**src/rtl/logic_sweep_checker_ref.sv**
```systemverilog
// Golden bitwise logic results for one operand pair.
// Purely combinational; the checker feeds it its own driven operands.
module logic_ref #(
  parameter int WIDTH = 4
) (
  input  logic [WIDTH-1:0] a,
  input  logic [WIDTH-1:0] b,
  output logic [WIDTH-1:0] y_and,
  output logic [WIDTH-1:0] y_or,
  output logic [WIDTH-1:0] y_xor,
  output logic [WIDTH-1:0] y_nand,
  output logic [WIDTH-1:0] y_nor
);

  assign y_and  = a & b;
  assign y_or   = a | b;
  assign y_xor  = a ^ b;
  assign y_nand = ~(a & b);
  assign y_nor  = ~(a | b);

endmodule

```
**config.mk**
```make
export PLATFORM = sky130hd
export DESIGN_NAME = logic_ref
export DESIGN_NICKNAME = d
export VERILOG_FILES = /design/src/rtl/logic_sweep_checker_ref.sv
export SDC_FILE = /design/constraint.sdc
export NUM_CORES = 1
export LEC_CHECK = 0
export CAP_MARGIN = 20
export CORE_AREA = 4 4 41 43
export DETAILED_ROUTE_END_ITERATION = 12
export DIE_AREA = 0 0 45 47
export DONT_BUFFER_PORTS = 1
export PLACE_DENSITY = 0.4
export SLEW_MARGIN = 20
export SYNTH_ARGS = -nofsm -noshare
export SYNTH_HDL_FRONTEND = slang
export SYNTH_SLANG_ARGS = --single-unit
```
**constraint.sdc**
```tcl
create_clock -name vclk -period 0.8
set_input_delay 0.08 -clock vclk [all_inputs]
set_output_delay 0.08 -clock vclk [all_outputs]
set_load 0.05 [all_outputs]
```
# Yosys cells after proc, flatten, opt, wreduce, memory -nomap -nowiden
# Cells that the tools add are included.
# Widths: inputs -> output; s select.
# totals
out_inout_bits,20
in_bits,8
reg_bits,0
word_cells,5
# op_classes
bitwise_logic,5
# ops
cell,count
$not 4->4,2
$and 4x4->4,1
$or 4x4->4,1
$xor 4x4->4,1

# Longest topological paths before layout
# depth
ltp_word,2
depth_mapped,3
ltp_nobuf,3

# Worst setup path after synthesis
# No wires, ideal clock.
# synth_path
kind,input port to output port
start,in a[0]
end,out y_xor[0]
cell_stages,2
t_required_ps,720
setup_slack_ps,63
n_path_buf,0
arrival_time_ps,657
path_cell_list,inv_1 -> ha_1
# synth_via
elab_chain_len,1
# synth_rtl
item,line,rtl
from (decl),6,"input logic [WIDTH-1:0] a,"
$xor 4x4->4,17,assign y_xor = a ^ b;
to (decl),10,"output logic [WIDTH-1:0] y_xor,"
# No other way between the ends.

# Worst setup path in the final report
# layout_path
start,in a[2]
end,out y_xor[2]
# The elaborated chain is that of the path after synthesis.

==> impl_metrics.yaml <==
setup_path:
  cp-startpoint: "a[2]"
  cp-start-kind: "primary input"
  critPathArrivalTime_ns: 0.60
  endpoint_kind: "output pin"
  crit_required_ns: 0.72
  path_class: "primary input to output pin"
  crit_fanout: 3
route:
  via_count: 251
  viasPerCell: 3.75
  routed_wl_microns: 571
  drc: 0
  ant_nets: 0
  drtPass1Iterations: 1
  wire_per_inst_microns: 8.52
  drtIter0Drc: 0
placement:
  place.detailed.hpwl_microns: 596
  gp_congestion: 0.603
  port_buffers: 0
  detailedPlace.worstSlack_ns: 0.118
  post_dp_cell_area_sq_um: 629
power_and_ir_drop:
  powerDensity_mw_per_mm2: 874
  pwr-share-comb_pct: 100.0
  swShare_pct: 56.3
  p_int_uw: 240
  ir_drop_uv: 298
  p_sw_uw: 310
  pwr-share-seq_pct: 0
  p_leak_nw: 0.363
  p_clk_share_pct: 0
grt:
  grt_pass1_wl_microns: 897
  grt_max_degree: 4
  track_usage_pct: 5.27
  first_global_vias: 248
  overflow: 0
  antenna_found_initial: 0
hold_path:
  hold_start: "b[2]"
  hp-class: "primary input to output pin"
timing:
  finalHoldViolCount: 0
  fmax_mhz: 1470
  worst_slew_pin_slew_ns: 0.147
  rsz0062_at_grt: "no"
  post-route-min-period_ns: 0.679
  final.setup.tns_ns: 0
  hold-worst-slack_ns: 0.463
  finalSetupViolations: 0
  relSlewSlack_pct: 90.3
  setup_slack_ns: 0.121
  slew_viol_final: 0
  fin_crit_sh_pct: 84.8
floorplan:
  die_area_sq_mm: 0.00212
  fp.coreArea_sq_mm: 0.00130
  num_rows: 13
  start_util_pct: 20.0
  io_pins: 28
  fp.dieW_microns: 45
  die_y_microns: 47
flow_run:
  drv_cap: 0
layout:
  regArea_sq_um: 0
  most-common-layout-cells: "inv_1, ha_1, buf_12"
  drive_gt1_share_pct: 38.5
  final_util_pct: 48.4
  nFlopsAndLatches: 0
  final_area_sq_um: 629
  synthToLayoutAreaGrowth_pct: 142
  diodes: 0
  nClkBuffers: 0
  nNetsFinal: 78
synth:
  synthDistinctLibCells: 2
  syn_area_sq_um: 260
  synth_warnings: 0
  syn_inst: 32
  syn_nets: 56
  syn_area_per_cell_sq_um: 8.13
  ys_seq_area_share_pct: 0
cts:
  cts_setup_buffers: 0
  postCtsHoldBufs: 0
  cts.repair.resized: 0
status:
  outcome: "finished, final reports clean"
==> worst max-delay path, stage by stage <==
cell and delay (ns):
inv_1 0.03, ha_1 0.32, buf_12 0.16
==> cell usage after synthesis <==
cell type / instances / area, sq um
inv_1: 16 / 60.1
ha_1: 16 / 200
==> per-stage QoR <==
step / total power, mW / cells
after floorplan: 0.303 / 32
after global placement: 0.552 / 67
after detailed placement: 0.556 / 67
after CTS: 0.557 / 67
after global routing: 0.572 / 67
final: 0.550 / 67
==> cell type report <==
type	instances	area, sq um
Multi-Input combinational cell	16	200
Fill cell	133	672
Inverter	16	60.1
Timing Repair Buffer	20	350
Tap cell	15	18.8
==> power by group through the flow <==
stage          Sequential [mW]  Clock (mW)  Combinational [mW]
5_1_grt                      0           0               0.572
3_3_place_gp                 0           0               0.552
2_1_floorplan                0           0               0.303
4_1_cts                      0           0               0.557
3_5_place_dp                 0           0               0.556
6_report                     0           0               0.550
==> path summary, 6_finish.rpt <==
kind	end	cells after the start
worst min-delay path	y_and[2]	2
worst max-delay path	y_xor[2]	3
==> logic make-up after synthesis <==
logic type / share of synthesized area, %
adder cells (fa/ha/maj): 76.9
buffers and inverters: 23.1
==> layer usage <==
layer  vias up  routed length [microns]  GRT usage (%)
li1        124                        -              -
met1       111                      122           3.82
met2        16                      334           11.6
met3         0                      114           3.45
met4         0                        0              0
met5         -                        0              0
(Power assumes the default switching activity.)
